==> config.mk <==
export PLATFORM = sky130hd
export DESIGN_NAME = pht_write_scheduler_flat
export DESIGN_NICKNAME = d
export VERILOG_FILES = /design/src/rtl/pht_write_scheduler_pkg.sv /design/src/rtl/pht_write_scheduler_if.sv /design/src/rtl/pht_write_scheduler_conflict_fifo.sv /design/src/rtl/pht_write_scheduler.sv /design/src/flat_wrapper.sv
export SDC_FILE = /design/constraint.sdc
export NUM_CORES = 1
export LEC_CHECK = 0
export CAP_MARGIN = 30
export CORE_MARGIN = 1
export CORE_UTILIZATION = 49
export CTS_BUF_LIST = sky130_fd_sc_hd__clkbuf_2
export CTS_CLUSTER_SIZE = 40
export DETAILED_ROUTE_END_ITERATION = 8
export GPL_TIMING_DRIVEN = 0
export HOLD_SLACK_MARGIN = 0.02
export PLACE_DENSITY = 0.75
export SLEW_MARGIN = 20
export SYNTH_ARGS = -nofsm -noshare
export SYNTH_HDL_FRONTEND = slang
export SYNTH_HIERARCHICAL = 1
export SYNTH_SLANG_ARGS = --single-unit
==> constraint.sdc <==
create_clock -name clk -period 3.3 [get_ports clk]
set_input_delay 0.33 -clock clk [delete_from_list [all_inputs] [get_ports clk]]
set_output_delay 0.33 -clock clk [all_outputs]
set_load 0.01 [all_outputs]
==> src/rtl/pht_write_scheduler_pkg.sv <==
`default_nettype none
// ============================================================================
// Module : pht_write_scheduler_pkg
// Brief  : Shared types, constants and helpers for the PHT write scheduler.
// Rev    : 1.0 - initial release
// ============================================================================
package pht_write_scheduler_pkg;

  // Two-bit saturating counters; init value is weakly-taken.
  localparam int PHT_ENTRY_WIDTH = 2;
  localparam int PHT_ENTRY_MAX   = (1 << PHT_ENTRY_WIDTH) - 1;
  localparam int PHT_INIT_VALUE  = PHT_ENTRY_MAX / 2 + 1;

  typedef enum logic [0:0] {
    ST_INIT = 1'b0,
    ST_RUN  = 1'b1
  } pht_write_sched_state_t;

  // Bank is the low log2(bank_num) bits of the index (bank_num is a power of two).
  function automatic int unsigned pht_bank(input int unsigned index,
                                           input int unsigned bank_num);
    return index & (bank_num - 1);
  endfunction

endpackage
`default_nettype wire

==> src/rtl/pht_write_scheduler_if.sv <==
`default_nettype none
// ============================================================================
// Module : pht_write_scheduler_if
// Brief  : Request bus from the update logic and write bus to the PHT RAM.
// Rev    : 1.0 - initial release
// ============================================================================
interface pht_write_scheduler_if #(
  parameter int WRITE_NUM   = 2,
  parameter int INDEX_WIDTH = 11,
  parameter int ENTRY_WIDTH = 2
);
  logic [WRITE_NUM-1:0]             req_valid;
  logic [WRITE_NUM*INDEX_WIDTH-1:0] req_index;
  logic [WRITE_NUM*ENTRY_WIDTH-1:0] req_value;
  logic [WRITE_NUM-1:0]             ram_we;
  logic [WRITE_NUM*INDEX_WIDTH-1:0] ram_wa;
  logic [WRITE_NUM*ENTRY_WIDTH-1:0] ram_wv;

  // Requester side: issues counter updates, observes RAM writes.
  modport master (
    output req_valid, req_index, req_value,
    input  ram_we, ram_wa, ram_wv
  );

  // Scheduler side.
  modport slave (
    input  req_valid, req_index, req_value,
    output ram_we, ram_wa, ram_wv
  );
endinterface
`default_nettype wire

==> src/rtl/pht_write_scheduler_conflict_fifo.sv <==
`default_nettype none
// ============================================================================
// Module : pht_conflict_fifo
// Brief  : Multi-push, single-pop circular buffer holding conflicting writes.
//          Valid push lanes are packed in lane order; the caller guarantees
//          there is room for every asserted lane.
// Rev    : 1.0 - initial release
// ============================================================================
module pht_conflict_fifo #(
  parameter  int DATA_WIDTH = 13,
  parameter  int DEPTH      = 4,
  parameter  int PUSH_NUM   = 1,
  localparam int PTR_W      = $clog2(DEPTH),
  localparam int CNT_W      = PTR_W + 1
) (
  input  logic                           clk,
  input  logic                           rst,
  input  logic                           flush,
  input  logic [PUSH_NUM-1:0]            push_valid,
  input  logic [PUSH_NUM*DATA_WIDTH-1:0] push_data,
  input  logic                           pop,
  output logic [DATA_WIDTH-1:0]          head_data,
  output logic [CNT_W-1:0]               count
);

  logic [DATA_WIDTH-1:0] mem [DEPTH];
  logic [PTR_W-1:0]      wr_ptr;
  logic [PTR_W-1:0]      rd_ptr;
  logic [PTR_W-1:0]      lane_addr [PUSH_NUM];
  logic [CNT_W-1:0]      push_cnt;

  // Each valid lane lands after all earlier valid lanes of the same cycle.
  always_comb begin
    push_cnt = '0;
    for (int k = 0; k < PUSH_NUM; k++) begin
      lane_addr[k] = wr_ptr + push_cnt[PTR_W-1:0];
      if (push_valid[k]) push_cnt = push_cnt + CNT_W'(1);
    end
  end

  // Storage array; a flush discards same-cycle pushes via the pointer reset.
  always_ff @(posedge clk) begin
    for (int k = 0; k < PUSH_NUM; k++) begin
      if (push_valid[k] && !flush) mem[lane_addr[k]] <= push_data[k*DATA_WIDTH +: DATA_WIDTH];
    end
  end

  // Pointers wrap naturally because DEPTH is a power of two.
  always_ff @(posedge clk or posedge rst) begin
    if (rst) begin
      wr_ptr <= '0;
      rd_ptr <= '0;
      count  <= '0;
    end else if (flush) begin
      wr_ptr <= '0;
      rd_ptr <= '0;
      count  <= '0;
    end else begin
      wr_ptr <= wr_ptr + push_cnt[PTR_W-1:0];
      rd_ptr <= rd_ptr + PTR_W'(pop);
      count  <= count + push_cnt - CNT_W'(pop);
    end
  end

  assign head_data = mem[rd_ptr];

endmodule
`default_nettype wire

==> src/rtl/pht_write_scheduler.sv <==
`default_nettype none
// ============================================================================
// Module : pht_write_scheduler
// Brief  : Arbitrates PHT counter updates onto the banked RAM write ports,
//          buffers bank-conflict losers in an in-order FIFO, drains the head
//          into a free non-conflicting port, and runs the init sweep.
// Rev    : 1.0 - initial release
// ============================================================================
module pht_write_scheduler
  import pht_write_scheduler_pkg::*;
#(
  parameter  int WRITE_NUM   = 2,
  parameter  int ENTRY_NUM   = 2048,
  parameter  int INDEX_WIDTH = $clog2(ENTRY_NUM),
  parameter  int ENTRY_WIDTH = PHT_ENTRY_WIDTH,
  parameter  int BANK_NUM    = 2,
  parameter  int QUEUE_SIZE  = 4,
  parameter  int INIT_VALUE  = PHT_INIT_VALUE,
  localparam int CNT_W       = $clog2(QUEUE_SIZE) + 1
) (
  input  logic                 clk,
  input  logic                 rst,
  input  logic                 reinit_req,
  pht_write_scheduler_if.slave bus,
  output logic                 init_done,
  output logic [CNT_W-1:0]     queue_count,
  output logic [15:0]          drop_count
);

  localparam int DATA_W   = INDEX_WIDTH + ENTRY_WIDTH;
  localparam int PUSH_NUM = WRITE_NUM - 1;

  pht_write_sched_state_t           state;
  logic [INDEX_WIDTH-1:0]           init_idx;
  logic [WRITE_NUM-1:0]             grant;
  int unsigned                      req_bank [WRITE_NUM];
  logic [PUSH_NUM-1:0]              push_valid;
  logic [PUSH_NUM*DATA_W-1:0]       push_data;
  logic                             pop;
  logic                             flush;
  logic [DATA_W-1:0]                head_data;
  logic [15:0]                      drop_inc;
  logic [16:0]                      drop_sum;
  logic [WRITE_NUM-1:0]             we;
  logic [WRITE_NUM*INDEX_WIDTH-1:0] wa;
  logic [WRITE_NUM*ENTRY_WIDTH-1:0] wv;
  logic                             ok;
  logic                             blocked;
  int unsigned                      head_bank;
  int                               space;
  int                               pushed;

  assign flush = (state == ST_RUN) && reinit_req;

  for (genvar i = 0; i < WRITE_NUM; i++) begin : g_bank
    assign req_bank[i] = pht_bank(32'(bus.req_index[i*INDEX_WIDTH +: INDEX_WIDTH]), BANK_NUM);
  end

  // Same-cycle grant, loser push/drop and head drain onto the write ports.
  always_comb begin
    grant      = '0;
    push_valid = '0;
    push_data  = '0;
    drop_inc   = '0;
    pop        = 1'b0;
    we         = '0;
    wa         = '0;
    wv         = '0;
    ok         = 1'b0;
    blocked    = 1'b0;
    head_bank  = '0;
    space      = 0;
    pushed     = 0;
    if (state == ST_INIT) begin
      we[0]                 = ~rst;
      wa[INDEX_WIDTH-1:0]   = init_idx;
      wv[ENTRY_WIDTH-1:0]   = ENTRY_WIDTH'(INIT_VALUE);
    end else begin
      for (int i = 0; i < WRITE_NUM; i++) begin
        ok = bus.req_valid[i];
        for (int j = 0; j < i; j++) begin
          if (grant[j] && (req_bank[j] == req_bank[i])) ok = 1'b0;
        end
        grant[i] = ok;
        if (ok) begin
          we[i]                             = 1'b1;
          wa[i*INDEX_WIDTH +: INDEX_WIDTH]  = bus.req_index[i*INDEX_WIDTH +: INDEX_WIDTH];
          wv[i*ENTRY_WIDTH +: ENTRY_WIDTH]  = bus.req_value[i*ENTRY_WIDTH +: ENTRY_WIDTH];
        end
      end
      // Requester 0 always wins, so only requesters 1.. can lose; lane = i-1.
      // Capacity is judged on start-of-cycle occupancy.
      space = QUEUE_SIZE - int'(queue_count);
      for (int i = 1; i < WRITE_NUM; i++) begin
        if (bus.req_valid[i] && !grant[i]) begin
          if (pushed < space) begin
            push_valid[i-1]                   = 1'b1;
            push_data[(i-1)*DATA_W +: DATA_W] = {bus.req_index[i*INDEX_WIDTH +: INDEX_WIDTH],
                                                 bus.req_value[i*ENTRY_WIDTH +: ENTRY_WIDTH]};
            pushed                            = pushed + 1;
          end else begin
            drop_inc = drop_inc + 16'd1;
          end
        end
      end
      // Only the head may drain, and only if its bank is untouched this cycle.
      if (queue_count != '0) begin
        head_bank = pht_bank(32'(head_data[DATA_W-1:ENTRY_WIDTH]), BANK_NUM);
        for (int j = 0; j < WRITE_NUM; j++) begin
          if (grant[j] && (req_bank[j] == head_bank)) blocked = 1'b1;
        end
        if (!blocked) begin
          for (int p = 0; p < WRITE_NUM; p++) begin
            if (!grant[p] && !pop) begin
              pop                               = 1'b1;
              we[p]                             = 1'b1;
              wa[p*INDEX_WIDTH +: INDEX_WIDTH]  = head_data[DATA_W-1:ENTRY_WIDTH];
              wv[p*ENTRY_WIDTH +: ENTRY_WIDTH]  = head_data[ENTRY_WIDTH-1:0];
            end
          end
        end
      end
    end
  end

  assign bus.ram_we = we;
  assign bus.ram_wa = wa;
  assign bus.ram_wv = wv;

  // Init sweep / run state machine with registered init_done.
  always_ff @(posedge clk or posedge rst) begin
    if (rst) begin
      state     <= ST_INIT;
      init_idx  <= '0;
      init_done <= 1'b0;
    end else begin
      case (state)
        ST_INIT: begin
          init_idx <= init_idx + INDEX_WIDTH'(1);
          if (init_idx == INDEX_WIDTH'(ENTRY_NUM - 1)) begin
            state     <= ST_RUN;
            init_idx  <= '0;
            init_done <= 1'b1;
          end
        end
        default: begin
          if (reinit_req) begin
            state     <= ST_INIT;
            init_idx  <= '0;
            init_done <= 1'b0;
          end
        end
      endcase
    end
  end

  assign drop_sum = {1'b0, drop_count} + {1'b0, drop_inc};

  // Saturating count of requests lost to a full FIFO.
  always_ff @(posedge clk or posedge rst) begin
    if (rst)              drop_count <= '0;
    else if (drop_sum[16]) drop_count <= 16'hFFFF;
    else                  drop_count <= drop_sum[15:0];
  end

  pht_conflict_fifo #(
    .DATA_WIDTH (DATA_W),
    .DEPTH      (QUEUE_SIZE),
    .PUSH_NUM   (PUSH_NUM)
  ) u_fifo (
    .clk        (clk),
    .rst        (rst),
    .flush      (flush),
    .push_valid (push_valid),
    .push_data  (push_data),
    .pop        (pop),
    .head_data  (head_data),
    .count      (queue_count)
  );

endmodule
`default_nettype wire

==> src/flat_wrapper.sv <==
// flat-port wrapper written by rule: the top's interface ports become plain ports
module pht_write_scheduler_flat import pht_write_scheduler_pkg::*;
#(
  parameter  int WRITE_NUM   = 2,
  parameter  int ENTRY_NUM   = 2048,
  parameter  int INDEX_WIDTH = $clog2(ENTRY_NUM),
  parameter  int ENTRY_WIDTH = PHT_ENTRY_WIDTH,
  parameter  int BANK_NUM    = 2,
  parameter  int QUEUE_SIZE  = 4,
  parameter  int INIT_VALUE  = PHT_INIT_VALUE,
  localparam int CNT_W       = $clog2(QUEUE_SIZE) + 1
)
  (clk, rst, reinit_req, init_done, queue_count, drop_count, bus_req_valid, bus_req_index, bus_req_value, bus_ram_we, bus_ram_wa, bus_ram_wv);
  pht_write_scheduler_if #(.WRITE_NUM(WRITE_NUM), .INDEX_WIDTH(INDEX_WIDTH), .ENTRY_WIDTH(ENTRY_WIDTH)) bus_i ();
  input  logic clk;
  input  logic rst;
  input  logic reinit_req;
  output logic init_done;
  output logic [CNT_W-1:0] queue_count;
  output logic [15:0] drop_count;
  input wire logic [$bits(bus_i.req_valid)-1:0] bus_req_valid;
  input wire logic [$bits(bus_i.req_index)-1:0] bus_req_index;
  input wire logic [$bits(bus_i.req_value)-1:0] bus_req_value;
  output wire logic [$bits(bus_i.ram_we)-1:0] bus_ram_we;
  output wire logic [$bits(bus_i.ram_wa)-1:0] bus_ram_wa;
  output wire logic [$bits(bus_i.ram_wv)-1:0] bus_ram_wv;
  assign bus_i.req_valid = bus_req_valid;
  assign bus_i.req_index = bus_req_index;
  assign bus_i.req_value = bus_req_value;
  assign bus_ram_we = bus_i.ram_we;
  assign bus_ram_wa = bus_i.ram_wa;
  assign bus_ram_wv = bus_i.ram_wv;
  pht_write_scheduler #(.WRITE_NUM(WRITE_NUM), .ENTRY_NUM(ENTRY_NUM), .INDEX_WIDTH(INDEX_WIDTH), .ENTRY_WIDTH(ENTRY_WIDTH), .BANK_NUM(BANK_NUM), .QUEUE_SIZE(QUEUE_SIZE), .INIT_VALUE(INIT_VALUE)) u_core (.clk(clk), .rst(rst), .reinit_req(reinit_req), .bus(bus_i), .init_done(init_done), .queue_count(queue_count), .drop_count(drop_count));
endmodule
# == Word-level counts from Yosys, hierarchy flattened ==
# Memory sizes are Yosys's and may differ from the RTL's.
# Index checks and enable logic that the tools add are counted.
# totals
register_bits,36
ramBits,52
in_bits,31
out_inout_bits,48
wordCells,98
mem_count,1
# classes
addsub,7
order_cmp,1
eq_ne,5
mux,63
bitwise,1
n_reduce_logical,13
# mem_list
name,depth,word_bits,rd,rd_clocked_by_memory_dff,wr,line_no,source
u_core.u_fifo.mem,4,13,1,0,1,pht_write_scheduler_conflict_fifo.sv:26,logic [DATA_WIDTH-1:0] mem [DEPTH];
# ops
cell,n
11-bit two-way mux,9
16-bit two-way mux,3
22-bit two-way mux,2
13-bit two-way mux,3
1-bit two-way mux,33
1-bit by 32-bit < comparator with 1-bit output (first input constant),1
2-bit two-way mux,10
16-bit by 16-bit adder with 17-bit output,1
11-bit by 1-bit adder with 11-bit output (second input constant),1
11-bit == test (second input constant),1
4-bit two-way mux,2
1-bit logical AND,7
3-bit by 3-bit subtractor with 4-bit output (first input constant),1
3-bit adder,1
1-bit == test,3
1-bit logical NOT,3
3-bit two-way mux,1
3-bit nonzero test,1
3-bit by 1-bit subtractor with 3-bit output,1
2-bit by 1-bit adder with 2-bit output,1
2-bit adder,1
2-bit != test (second input constant),1
2-bit AND reduction,1
2-bit nonzero test,1
1-bit inverter,1

# == Depth between registers and ports, before layout ==
# Gate-level depths: netlist of run 1.
# depth
ltp_word,19
depth_mapped,13
mapped_depth_nobuf,11

# == Hierarchy ==
# The synthesis of run 1 kept the hierarchy.
# by_module_without_submodules
module,n_inst,cells_each,area_per_inst_um2,seq_area_each_um2
pht_conflict_fifo,1,98,2258.4,1736.7
pht_write_scheduler,1,282,2215.9,725.7

# == Least setup slack after synthesis of run 1 ==
# No wires, ideal clock.
# synth_timing
path_kind,register to register
startpoint,register u_core.u_fifo.count[1]
endpoint,memory u_core.u_fifo.mem[0][0] (enable)
setup_time_ns,0.422
arrival_ns,2.894
setup_slack_ns,-0.016
path_stages_with_launch,7
synth_period_minus_slack_ns,3.316
cell_sequence,dfrtp_1 > nor2_1 > ha_1 > mux2i_1 > nor2b_1 > buf_2 > nor4b_1
# synth_between
elab_chain_cells,8
# synth_lines
item,line_no,source
"start, declared",pht_write_scheduler_conflict_fifo.sv:23,output logic [CNT_W-1:0] count
"start signal, assigned",pht_write_scheduler_conflict_fifo.sv:61,count <= count + push_cnt - CNT_W'(pop);
3-bit by 3-bit subtractor with 4-bit output,pht_write_scheduler.sv:93,space = QUEUE_SIZE - int'(queue_count);
1-bit by 32-bit < comparator with 1-bit output,pht_write_scheduler.sv:96,if (pushed < space) begin
1-bit two-way mux,pht_write_scheduler.sv:96,
1-bit two-way mux,pht_write_scheduler.sv:95,if (bus.req_valid[i] && !grant[i]) begin
1-bit two-way mux,pht_write_scheduler.sv:74,if (state == ST_INIT) begin
via u_core.push_valid,pht_write_scheduler.sv:37,logic [PUSH_NUM-1:0] push_valid;
1-bit logical AND,pht_write_scheduler_conflict_fifo.sv:44,if (push_valid[k] && !flush) mem[lane_addr[k]] <= push_data[k*DATA_WIDTH +: DATA_WIDTH];
1-bit two-way mux,pht_write_scheduler_conflict_fifo.sv:44,
1-bit two-way mux (implied by the code),pht_write_scheduler_conflict_fifo.sv:44,
"end, declared",pht_write_scheduler_conflict_fifo.sv:26,
# The timed path passes the listed nets, and every way through them passes these cells.

# == Worst setup path in the final report of run 1 ==
# layout_timing
startpoint,register u_core.u_fifo.rd_ptr[0]
endpoint,output bus_ram_wv[3]
# layout_between
elab_chain_cells,10
# layout_lines
item,line_no,source
"start, declared",pht_write_scheduler_conflict_fifo.sv:28,logic [PTR_W-1:0] rd_ptr;
"start signal, assigned",pht_write_scheduler_conflict_fifo.sv:60,rd_ptr <= rd_ptr + PTR_W'(pop);
memory 4 x 13 bit (*),n/a,
via u_core.head_data[2],pht_write_scheduler.sv:41,logic [DATA_W-1:0] head_data;
1-bit == test,pht_write_scheduler.sv:110,if (grant[j] && (req_bank[j] == head_bank)) blocked = 1'b1;
1-bit logical AND,pht_write_scheduler.sv:110,
1-bit two-way mux,pht_write_scheduler.sv:110,
1-bit two-way mux (*),pht_write_scheduler.sv:110,
1-bit two-way mux (*),pht_write_scheduler.sv:107,if (queue_count != '0) begin
1-bit two-way mux (*),pht_write_scheduler.sv:74,
4-bit two-way mux (*),pht_write_scheduler.sv:112,if (!blocked) begin
4-bit two-way mux (*),pht_write_scheduler.sv:107,
2-bit two-way mux (*),pht_write_scheduler.sv:74,
"end, declared",flat_wrapper.sv:26,output wire logic [$bits(bus_i.ram_wv)-1:0] bus_ram_wv;
# Mark *: on every way through the listed nets, which the timed path passes. The rest lies on a longest branch. The select of a mux whose other input is x is not followed.

==> results of run 1 <==
[cells in the mapped netlist, types with 5 or more instances]
master,n,area [um2]
a32oi_1,12,105
mux4_2,10,225
clkbuf_1,10,37.5
buf_2,11,55.1
o21ai_1,6,30.0
xor2_1,6,52.6
dfrtp_1,36,901
ha_1,8,100
nor2_1,30,113
a21oi_1,8,40.0
nor2b_1,20,125
inv_1,10,37.5
nand3_1,20,100
edfxtp_1,52,1560
o22ai_1,7,43.8
xnor2_1,9,78.8
and2_1,15,93.8
a31oi_1,13,81.3
nand2_1,36,135
and4_1,5,43.8
[state kept, by name, indices dropped and copies added (netlist names)]
register / flops
u_core/u_fifo/mem: 52
u_core/drop_count: 16
u_core/init_idx: 11
u_core/u_fifo/count: 3
u_core/u_fifo/rd_ptr: 2
u_core/u_fifo/wr_ptr: 2
u_core/init_done: 1
u_core/state: 1
[routing by layer]
metal	vias to the layer above	routed length [um]	global-route usage
met5	-	0	0
met4	0	133	0.0713
met3	12	565	0.0439
met2	91	5140	0.378
met1	1696	4640	0.316
li1	1613	-	-
[per-stage QoR]
step	total power, uW	util	setup WS [ns]	instance area, um2
detailed placement	2470	0.626	-0.0888	5490
global placement	2430	0.615	-1.49	5390
global route	3300	0.650	-0.0252	5700
floorplan	2050	-	0.0406	4480
CTS	3120	0.645	0.000985	5650
finish	3130	0.650	0.0835	5700
[power groups by stage]
stage / sequential (uW) / clock [uW] / combinational [uW]
floorplan: 1370 / 0 / 677
global placement: 1380 / 0 / 1040
detailed placement: 1400 / 0 / 1070
CTS: 1370 / 662 / 1090
global route: 1390 / 705 / 1210
finish: 1370 / 647 / 1110
[final cells by class]
type | count | area (um2)
Sequential cell | 88 | 2460
Tap cell | 108 | 135
Clock buffer | 9 | 45.0
Buffer | 23 | 123
Clock inverter | 7 | 101
Inverter | 11 | 41.3
Multi-Input combinational cell | 258 | 1940
Timing Repair Buffer | 86 | 846
Fill cell | 700 | 3060
[worst max-delay path by stage]
stage | depth (start not counted) | end | slack, ns
floorplan | 6 | u_core/u_fifo/mem[1][0] | 0.04
global placement | 6 | u_core/u_fifo/mem[1][8] | -1.49
detailed placement | 13 | u_core/u_fifo/count[2] | -0.09
CTS | 7 | bus_ram_wa[21] | 0.001
global route | 7 | bus_ram_wv[3] | -0.03
finish | 7 | bus_ram_wv[3] | 0.08
[logic make-up (layout without fill, tap and decap cells)]
logic type	count (synthesis)	in the layout	share of synthesized area
simple gates	157	157	0.186
flops	88	88	0.550
compound gates	61	61	0.0956
buf+inv	34	136	0.0341
xor+xnor	16	16	0.0344
mux	15	15	0.0724
fa+ha+maj	9	9	0.0268
[repair_timing]
action,in CTS,in global routing
setup endpoints to repair,28,21
buffers inserted,4,1
pin swaps,1,1
resized for setup,28,7
==> results.md, run 1 <==
- Input/output buffers: 77
- Beginning of the critical path: u_core/u_fifo/rd_ptr[0]
- Number of vias per cell: 5.78
- CTS hold repair buffers: 0
- Horizontal extent of the die: 97.6 um
- Max frequency: 0.311 GHz
- Total leakage power: 0.00236 uW
- Maximum number of pins on one net before global-route repair: 17
- Placement Rows: 34
- First drt pass iteration count: 4
- CP max-delay cell: mux4_2
- Clk sink count: 88
- Max-cap viol count: 0
- Class of the tightest hold or removal check: in -> async
- Via count of the first global-routing pass: 3379
- Critical Setup Path Class: reg -> out
- GRT Resource Usage Total: 0.232
- Share of synthesized area occupied by flip-flops and latches: 0.550
- Num CTS Buffers: 9
- Data arrival at the endpoint of the critical path: 2.89 ns
- Distinct cell type count of the synthesized netlist: 55
- Synth async-reset ratio: 0.409
- Number of warnings reported in the yosys synthesis log: 6
- Switching share of total power: 0.337
- Psw: 1060 uW
- Relative contribution of the clock network to total power: 0.207
- Final routed wire length divided by cell count: 17.8 um
- N_diodes: 0
- RSZ-0062 raised after global routing: true
- Number of register bits inferred by synthesis: 88
- WHS: 0.0763 ns
- Clock Tree Root: clkbuf_2
- CTS tree: done
- Net count after synthesis: 420
- Relative slew slack: 0.526
- Die Footprint: 9520 um2
- Number of enable flip-flop cells after synthesis: 52
- Post-placement cell count: 569
- Number of setup violations in the final report: 0
- Required time of the critical path: 2.97 ns
- Remaining design rule violation count: 0
- Worst skew pair latency: 0.56 ns
- Count of vias placed by the detailed router: 3412
- Maximum count of clock buffers along a single path: 2
- Share of total power in sequential cells: 0.438
- DRT Wirelength: 10500 um
- Cells on worst reg2reg path: 13
- Clock transition at path regs: 0.23 ns
- Power density cells: 549 nW/um2
- Remaining Overflow, GRT: 0
- Pins Over Slew Limit: 0
- Combined area of all synthesized cells: 4470 um2
- Layout Cells excl Fill: 590
- Wire length of the first global-routing pass: 17200 um
- Crit path launch type: register
- Setup crit end kind: primary output
- Top delay family on crit path: buffers and inverters
- Worst reg2reg endpoint: u_core/u_fifo/count[2]
- Slew at the pin closest to its max-slew limit: 0.710 ns
- TNS Setup: 0 ns
- Number of antenna violations at the first check in global routing: 0
- Part of the total power dissipated in combinational logic: 0.355
- Dpl hpwl: 7720 um
- NumNets Final: 517
- Top flip-flop cell by instance count after synthesis: edfxtp_1
- Final Hold Fails: 0
- Source of the worst register-to-register timing path: u_core/u_fifo/rd_ptr[0]
- Overall die height: 97.6 um
- Starting utilization of the core area: 0.511
- Most frequent cells in the layout: 52 x clkdlybuf4s50_1, 52 x edfxtp_1, 36 x nand2_1
- Core Box Area: 8760 um2
- Time the final worst path needs with I/O delays and setup: 3.22 ns
- Weighted congestion reported at the end of routability-driven placement: 0.875
- Internal Dissipation: 2070 uW
- Worst-path fanout max: 4
- Status: completed
- Largest stage delay on the critical path: 0.54 ns
- Antenna Nets Post-Route: 0
- Share of the clock period used by the worst path: 0.975
- # H-tree levels: 3
- Post-synthesis area per instance: 11.8 um2
- Setup slack of the most critical reg-to-reg path: 0.31 ns
- Post-synthesis to final-layout area growth: 27.4%
- Crit-path cells: buf_12 > mux4_2 > buf_4 > a22o_1 > a32oi_1 > nor2b_1 > clkdlybuf4s50_1
- Worst path bufs/invs: 3
- Top-Level Pins: 79
- Synthesized instance count: 380
- Setup Skew: 0.0254 ns
- Initial DRC count: 159
- Layout cells sized above 1: 0.133
- Max VDD drop: 262 uV
(Power assumes the default switching activity.)
==> inputs of run 2 (changes only) <==
--- a/config.mk
+++ b/config.mk
@@ -11,9 +11,8 @@
 export CTS_BUF_LIST = sky130_fd_sc_hd__clkbuf_2
 export CTS_CLUSTER_SIZE = 40
 export DETAILED_ROUTE_END_ITERATION = 8
-export GPL_TIMING_DRIVEN = 0
 export HOLD_SLACK_MARGIN = 0.02
-export PLACE_DENSITY = 0.75
+export PLACE_DENSITY = 0.77
 export SLEW_MARGIN = 20
 export SYNTH_ARGS = -nofsm -noshare
 export SYNTH_HDL_FRONTEND = slang
==> run 2 against run 1 <==
  * Cell count is 2.5% lower
  * Non-clock buffer count is 15 lower
  * Design area decreased by 2.4%
  * Core utilization decreased by 1.6 points
  * Register-to-register slack improved by 0.14 ns
  * First-iteration DRC count shrank 8.8%
  * Via count is 1.1% lower
  * Clock skew is 0.0062 ns higher
  * Global-route usage is 0.86 points lower
==> results.md, run 2 (synthesis results as in run 1) <==
- Die Footprint: 9520 um2
- Setup Skew: 0.0316 ns
- Max frequency: 0.318 GHz
- Largest register FFs: 52
- Psw: 1040 uW
- Final routed wire length divided by cell count: 18.0 um
- Met1 track demand over resource: 0.297
- Starting utilization of the core area: 0.511
- Setup crit end kind: primary output
- Remaining Overflow, GRT: 0
- Wire length of the first global-routing pass: 16500 um
- Total leakage power: 0.00233 uW
- TNS Setup: 0 ns
- Post-synthesis to final-layout area growth: 24.3%
- Final Instance Area: 5560 um2
- Input/output buffers: 78
- Leading cell type in the layout, fill and taps excluded: clkdlybuf4s50_1
- Count of vias placed by the detailed router: 3373
- Beginning of the critical path: u_core/u_fifo/rd_ptr[0]
- Placement Rows: 34
- Count of fill cells added during filler insertion: 695
- Time the final worst path needs with I/O delays and setup: 3.15 ns
- CTS tree: done
- Critical Setup Path Class: reg -> out
- Clock transition at path regs: 0.23 ns
- Required time of the critical path: 2.97 ns
- Number of setup violations in the final report: 0
- Maximum number of pins on one net before global-route repair: 35
- Remaining design rule violation count: 0
- Max-cap viol count: 0
- Final Total Pwr: 2930 uW
- Core Box Area: 8760 um2
- Part of the total power dissipated in combinational logic: 0.362
- Slew at the pin closest to its max-slew limit: 0.636 ns
- Data arrival at the endpoint of the critical path: 2.82 ns
- Overall die height: 97.6 um
- Top-Level Pins: 79
- DRT Wirelength: 10400 um
- GRT Resource Usage Total: 0.223
- Pins Over Slew Limit: 0
- Source of the worst register-to-register timing path: u_core/u_fifo/rd_ptr[0]
- Final Hold Fails: 0
- NumNets Final: 502
- Internal Dissipation: 1900 uW
- Num CTS Buffers: 9
- First drt pass iteration count: 5
- Via count of the first global-routing pass: 3247
- CTS hold repair buffers: 0
- Top Usage Layer GRT: met2
- Weighted congestion reported at the end of routability-driven placement: 0.800
- Worst-path fanout max: 12
- Relative contribution of the clock network to total power: 0.168
- Maximum count of clock buffers along a single path: 2
- Status: completed
- Power density cells: 528 nW/um2
- Horizontal extent of the die: 97.6 um
- Worst skew pair latency: 0.56 ns
- Share of total power in sequential cells: 0.470
- Number of antenna violations at the first check in global routing: 0
- # H-tree levels: 3
- Class of the tightest hold or removal check: in -> async
- Max VDD drop: 284 uV
- Met3 usage in global routing: 0.0518
- Clk sink count: 88
- Number of vias per cell: 5.87
- Area after detailed placement: 5400 um2
- Share of the clock period used by the worst path: 0.954
- Layout cells sized above 1: 0.111
- Dpl hpwl: 7270 um
- Initial DRC count: 145
- M2 GR Usage: 0.373
- N_diodes: 0
- Relative slew slack: 0.574
- Switching share of total power: 0.353
- Most frequent cells in the layout: 65 x clkdlybuf4s50_1, 52 x edfxtp_1, 36 x nand2_1, 36 x dfrtp_1, 30 x nor2_1
- RSZ-0062 raised after global routing: false
- Clock Tree Root: clkbuf_2
- Antenna Nets Post-Route: 0
- Crit path launch type: register
## run 2: cell types whose count changed in the layout (fill, tap and decap cells not counted), sizes merged
| cell | change |
|---|---|
| clkdlybuf4s50 | +13 |
| clkbuf | -10 |
| bufinv | -2 |
| clkinv | +1 |
| buf | -6 |
| clkinvlp | +1 |
| dlygate4sd2 | -23 |
| dlymetal6s2s | +11 |
## run 2: final cells by class
| cell class | instances | area (um2) | share of cell area |
|---|---|---|---|
| Clock inverter | 7 | 53.8 | 0.00967 |
| Multi-Input combinational cell | 258 | 1890 | 0.339 |
| Inverter | 11 | 41.3 | 0.00742 |
| Sequential cell | 88 | 2460 | 0.443 |
| Timing Repair Buffer | 94 | 937 | 0.169 |
| Clock buffer | 9 | 45.0 | 0.00810 |
| Tap cell | 108 | 135 | 0.0243 |
## run 2: final timing paths
kind	cells past startpoint	slack, ns	endpoint
max	6	0.15	bus_ram_wv[3]
max reg2reg	11	0.45	u_core/u_fifo/count[2]
max in group asynchronous	3	2.81	u_core/init_idx[4]
min	2	0.08	u_core/u_fifo/wr_ptr[0]
min in group clk	3	0.50	u_core/init_idx[6]
min reg2reg	1	0.57	u_core/drop_count[15]
## run 2: what timing repair did
item | in CTS | in global routing
endpoints found under the setup margin | 21 | 18
setup buffers | 2 | 0
resized for setup | 1 | 15
## run 2: metrics by stage
| stage | worst slack (ns) | util | cells | hold WS, ns |
|---|---|---|---|---|
| finish | 0.152 | 0.635 | 575 | 0.0836 |
| global route | 0.0350 | 0.635 | 575 | 0.0533 |
| CTS | 0.0142 | 0.630 | 575 | 0.0634 |
| detailed placement | 0.524 | 0.617 | 557 | 0.524 |
| global placement | 0.580 | 0.617 | 557 | 0.494 |
| floorplan | 0.0406 | - | 380 | 0.133 |
## run 2: power groups by stage
stage / Clock (uW) / Sequential, uW / Combinational (uW)
5_1_grt: 553 / 1400 / 1150
3_5_place_dp: 0 / 1400 / 1050
3_3_place_gp: 0 / 1390 / 1020
4_1_cts: 508 / 1380 / 1070
2_1_floorplan: 0 / 1370 / 677
6_report: 493 / 1380 / 1060
## run 2: layer usage
layer | vias to the layer above | part of all wire
li1 | 1585 | -
met5 | - | 0
met3 | 9 | 0.053
met4 | 0 | 0.0083
met1 | 1677 | 0.43
met2 | 102 | 0.50
## run 2: critical path, cell delays in order (launching register included)
cell and delay (ns):
dfrtp_1 0.42, mux4_2 0.57, buf_4 0.18, a22o_4 0.30, a32oi_1 0.25, nor2b_1 0.08, clkdlybuf4s50_1 0.48
